### src/rtl/fifo_pkg.sv
// fifo_pkg: shared FIFO constants and Gray/binary conversion helpers for both pointer domains.
package fifo_pkg;
  localparam int ADDR_SIZE_DEF = 4;
  function automatic logic [31:0] bin2gray(input logic [31:0] b);
    return b ^ (b >> 1);
  endfunction
  function automatic logic [31:0] gray2bin(input logic [31:0] g);
    logic [31:0] b;
    b[31] = g[31];
    for (int i = 30; i >= 0; i--) b[i] = b[i+1] ^ g[i];
    return b;
  endfunction
endpackage

### src/rtl/gray2bin_conv.sv
// gray2bin_conv: purely combinational Gray-to-binary decoder of parameterized width.
module gray2bin_conv
  import fifo_pkg::*;
#(
  parameter int W = 5
) (
  input  logic [W-1:0] gray_i,
  output logic [W-1:0] bin_o
);
  assign bin_o = W'(gray2bin(32'(gray_i)));
endmodule

### src/rtl/wptr_full_ctrl.sv
// wptr_full_ctrl: write-side pointer, full/almost-full, level and sticky overflow for an async FIFO.
module wptr_full_ctrl
  import fifo_pkg::*;
#(
  parameter int ADDR_SIZE    = ADDR_SIZE_DEF,
  parameter int AFULL_THRESH = 12
) (
  input  logic                 WCLK,
  input  logic                 WRST,
  input  logic                 WINC,
  input  logic [ADDR_SIZE:0]   WQ2_RPTR,
  input  logic                 WOVF_CLR,
  output logic                 WEN,
  output logic [ADDR_SIZE-1:0] WADDR,
  output logic [ADDR_SIZE:0]   WPTR,
  output logic                 WFULL,
  output logic                 WAFULL,
  output logic [ADDR_SIZE:0]   WLEVEL,
  output logic                 WOVF
);
  localparam int PW = ADDR_SIZE + 1;
  logic [ADDR_SIZE:0] wbin_q, wbin_d, wptr_q, wptr_d, wlevel_q, wlevel_d, rbin, rfull;
  logic               wfull_q, wfull_d, wafull_q, wafull_d, wovf_q, wovf_d;
  gray2bin_conv #(.W(PW)) u_rconv (.gray_i(WQ2_RPTR), .bin_o(rbin));
  assign WEN    = WINC & ~wfull_q & ~WRST;
  assign WADDR  = wbin_q[ADDR_SIZE-1:0];
  assign WPTR   = wptr_q;
  assign WFULL  = wfull_q;
  assign WAFULL = wafull_q;
  assign WLEVEL = wlevel_q;
  assign WOVF   = wovf_q;
  // full when our next Gray pointer equals the read pointer one lap ahead
  assign rfull  = {~WQ2_RPTR[ADDR_SIZE:ADDR_SIZE-1], WQ2_RPTR[ADDR_SIZE-2:0]};
  always_comb begin
    wbin_d   = wbin_q + PW'(WEN);
    wptr_d   = PW'(bin2gray(32'(wbin_d)));
    wfull_d  = wptr_d == rfull;
    wlevel_d = wbin_d - rbin;
    wafull_d = wfull_d | (wlevel_d >= PW'(AFULL_THRESH));
    wovf_d   = (WINC & wfull_q) ? 1'b1 : (WOVF_CLR ? 1'b0 : wovf_q);
  end
  always_ff @(posedge WCLK) begin
    if (WRST) begin
      wbin_q   <= '0;
      wptr_q   <= '0;
      wlevel_q <= '0;
      wfull_q  <= 1'b0;
      wafull_q <= 1'b0;
      wovf_q   <= 1'b0;
    end else begin
      wbin_q   <= wbin_d;
      wptr_q   <= wptr_d;
      wlevel_q <= wlevel_d;
      wfull_q  <= wfull_d;
      wafull_q <= wafull_d;
      wovf_q   <= wovf_d;
    end
  end
endmodule

### config.mk
export PLATFORM = sky130hd
export DESIGN_NAME = wptr_full_ctrl
export DESIGN_NICKNAME = d
export VERILOG_FILES = /design/src/rtl/fifo_pkg.sv /design/src/rtl/gray2bin_conv.sv /design/src/rtl/wptr_full_ctrl.sv
export SDC_FILE = /design/constraint.sdc
export NUM_CORES = 1
export LEC_CHECK = 0
export ABC_AREA = 0
export CAP_MARGIN = 10
export CORE_MARGIN = 4
export CORE_UTILIZATION = 48
export DETAILED_ROUTE_END_ITERATION = 16
export PLACE_DENSITY = 0.91
export RECOVER_POWER = 25
export SYNTH_ARGS = -nofsm -noshare
export SYNTH_HDL_FRONTEND = slang
export SYNTH_SLANG_ARGS = --single-unit
### constraint.sdc
create_clock -name WCLK -period 9 [get_ports WCLK]
set_input_delay 2.25 -clock WCLK [delete_from_list [all_inputs] [get_ports WCLK]]
set_output_delay 2.25 -clock WCLK [all_outputs]
set_load 0.005 [all_outputs]
==> out/metrics.yaml <==
area_delta_synth_final_pct: 36.5
core_sq_um: 1710
peakVddDrop_mv: 0.0989
swShare: 0.266
finalCriticalPeriod_ps: 6150
synth_cells: 86
finalSetupViolCount: 0
min_period_over_period: 0.683
antenna_found_initial: 0
ys_seq_area_frac: 0.395
fin_skew_ps: 3.81
synth-warning-count: 0
drive_above_1_share: 0.0783
yosys.area_share.simple: 0.163
vias: 677
n_antenna_cell: 0
combPwrFrac: 0.282
endpoint_kind: "primary output"
maxSlewViolCount: 0
grt_pass1_vias: 694
synth_compound_area_frac: 0.0741
status: "completed"
power_density_nw_per_um2: 148
synth_top_family_by_area: "XOR/XNOR gates"
seq_power_share: 0.485
worstSetupPathType: "input port to primary output"
clock_sinks: 17
register_area_sq_um: 340
tightest_slew_ps: 551
postCtsSetupRepairBufs: 0
finalHoldViolations: 0
cts_hold_buffers: 0
fp-row-count: 15
ant_nets: 0
ys_ff_latch: 17
final_cell_mix: "18 x clkdlybuf4s50_1, 17 x dfxtp_1, 15 x xnor2_1"
layout_commonest_cell: "clkdlybuf4s50_1"
crit_required_ps: 6750
dp_hpwl_um: 1370
synthXorXnorAreaFrac: 0.231
maxCapViolations: 0
rsz0062_at_grt: "false"
h-tree-depth: 1
track_usage: 0.157
drc: 0
clock_latency_ps: 290
die_h_um: 50.4
chipWidth_um: 50.4
clkSlewWorstSetupHoldPaths_ps: 90
synth_area_sq_um: 861
hold_path_class: "register to register"
die_area_sq_um: 2540
synth_mux_area_frac: 0
final_nets: 132
gp_congestion: 0.780
p_leak_nw: 0.470
internal-power_uw: 127
syn_avg_cell_area_sq_um: 10.0
power.total_uw: 174
cts_tree: "built"
multiInputGateArea_sq_um: 498
viasPerCell: 4.84
fill_cells: 134
routed_wl_um: 1670
cp-start-kind: "input port"
synthDistinctLibCells: 27
clock.fmax_mhz: 163
grt_start_max_net_pins: 18
first_pass_iters: 4
crit_fanout: 17
port_buffers: 26
arrival_ps: 3900
cts_resized: 0
synthAdderAreaFrac: 0.110
cts-root-buf: "clkbuf_4"
clk_path_buf_depth: 2
start_util: 0.504
grt_pass1_wl_um: 2960
setup_tns_ps: 0
first_iter_violations: 6
io-pin-count: 27
synthesis.nets: 102
p_sw_uw: 46.1
relSlewSlack: 0.632
wl_per_cell_um: 12.0
grt-ovfl-total: 0
pwr-share-clk: 0.234
cts_inserted_buffers: 3
[metal layers]
layer / share of wire / track usage / vias to the layer above
met1: 0.41 / 0.180 / 303
met3: 0.049 / 0.0356 / 9
met4: 0.042 / 0.117 / 0
met2: 0.49 / 0.254 / 28
li1: - / - / 337
met5: 0 / 0 / -
[per-stage QoR]
| step | std cells | setup WS (ps) | util | instance area [sq um] | hold WS, ps |
|---|---|---|---|---|---|
| 2_1_floorplan | 86 | 4220 | - | 861 | 466 |
| 3_3_place_gp | 136 | 2870 | 0.673 | 1150 | 466 |
| 3_5_place_dp | 136 | 2870 | 0.673 | 1150 | 468 |
| 4_1_cts | 140 | 2870 | 0.688 | 1170 | 484 |
| 5_1_grt | 140 | 2740 | 0.688 | 1170 | 504 |
| 6_report | 140 | 2850 | 0.688 | 1170 | 480 |
[Yosys cell counts]
| cell | instances | area [sq um] |
|---|---|---|
| xor2_2 | 1 | 16.3 |
| nand2_1 | 3 | 11.3 |
| fa_1 | 1 | 20.0 |
| ha_1 | 6 | 75.1 |
| clkbuf_1 | 1 | 3.75 |
| a21bo_2 | 1 | 10.0 |
| o2bb2ai_1 | 1 | 8.76 |
| nand3_1 | 2 | 10.0 |
| xor2_1 | 4 | 35.0 |
| dfxtp_1 | 17 | 340 |
| or3_1 | 1 | 6.26 |
| nor2b_1 | 5 | 31.3 |
| nand3_2 | 1 | 10.0 |
| a211o_1 | 1 | 8.76 |
| xnor2_2 | 1 | 16.3 |
| a21o_2 | 1 | 8.76 |
| nor2_1 | 9 | 33.8 |
| a21o_1 | 1 | 7.51 |
| nor3b_1 | 1 | 7.51 |
| nor3_1 | 1 | 5.00 |
| inv_1 | 5 | 18.8 |
| xnor2_1 | 15 | 131 |
| nand2b_1 | 1 | 6.26 |
| nor4_2 | 1 | 12.5 |
| a21oi_1 | 3 | 15.0 |
| o21ai_0 | 1 | 5.00 |
| nand4_1 | 1 | 6.26 |
[flip-flops by register name (all words and copies together), names as in the netlist]
| register | flops |
|---|---|
| WAFULL | 1 |
| WLEVEL | 5 |
| WOVF | 1 |
| WFULL | 1 |
| WPTR | 4 |
| wbin_q | 5 |
[critical path: stages]
cell and delay, ps:
dlygate4sd3_1 750, nor3b_1 340, clkdlybuf4s50_1 560
[power by group through the flow]
stage,Combinational (mW),Clock (mW),Sequential (mW)
final,0.0489,0.0405,0.0841
after global routing,0.0551,0.0468,0.0852
after CTS,0.0513,0.0422,0.0845
after detailed placement,0.0509,0,0.0862
after global placement,0.0494,0,0.0858
after floorplan,0.0266,0,0.0869
[final timing paths]
| check | from | endpoint | slack, ps | cells past startpoint |
|---|---|---|---|---|
| setup reg to reg | WFULL | WAFULL | 6190 | 10 |
| hold reg to reg | WOVF | WOVF | 480 | 2 |
| setup / recovery | WRST | WEN | 2850 | 3 |
| hold / removal | WOVF | WOVF | 480 | 2 |
[layout make-up]
cell class,count,area share
clock buffer,4,0.0224
multi-input combinational,63,0.424
sequential,17,0.290
timing repair buffer,26,0.222
inverter,5,0.0160
tap,25,0.0266
[kinds of logic (layout without fill, tap and decap cells)]
group	count (synthesis)	count (layout)
and+or+nand+nor	26	26
buffers and inverters	6	35
adders and majority gates	7	7
DFF	17	17
AOI/OAI and AO/OA	9	9
xor gates and xnor gates	21	21
Note: power is estimated with default switching activity, not from simulation.
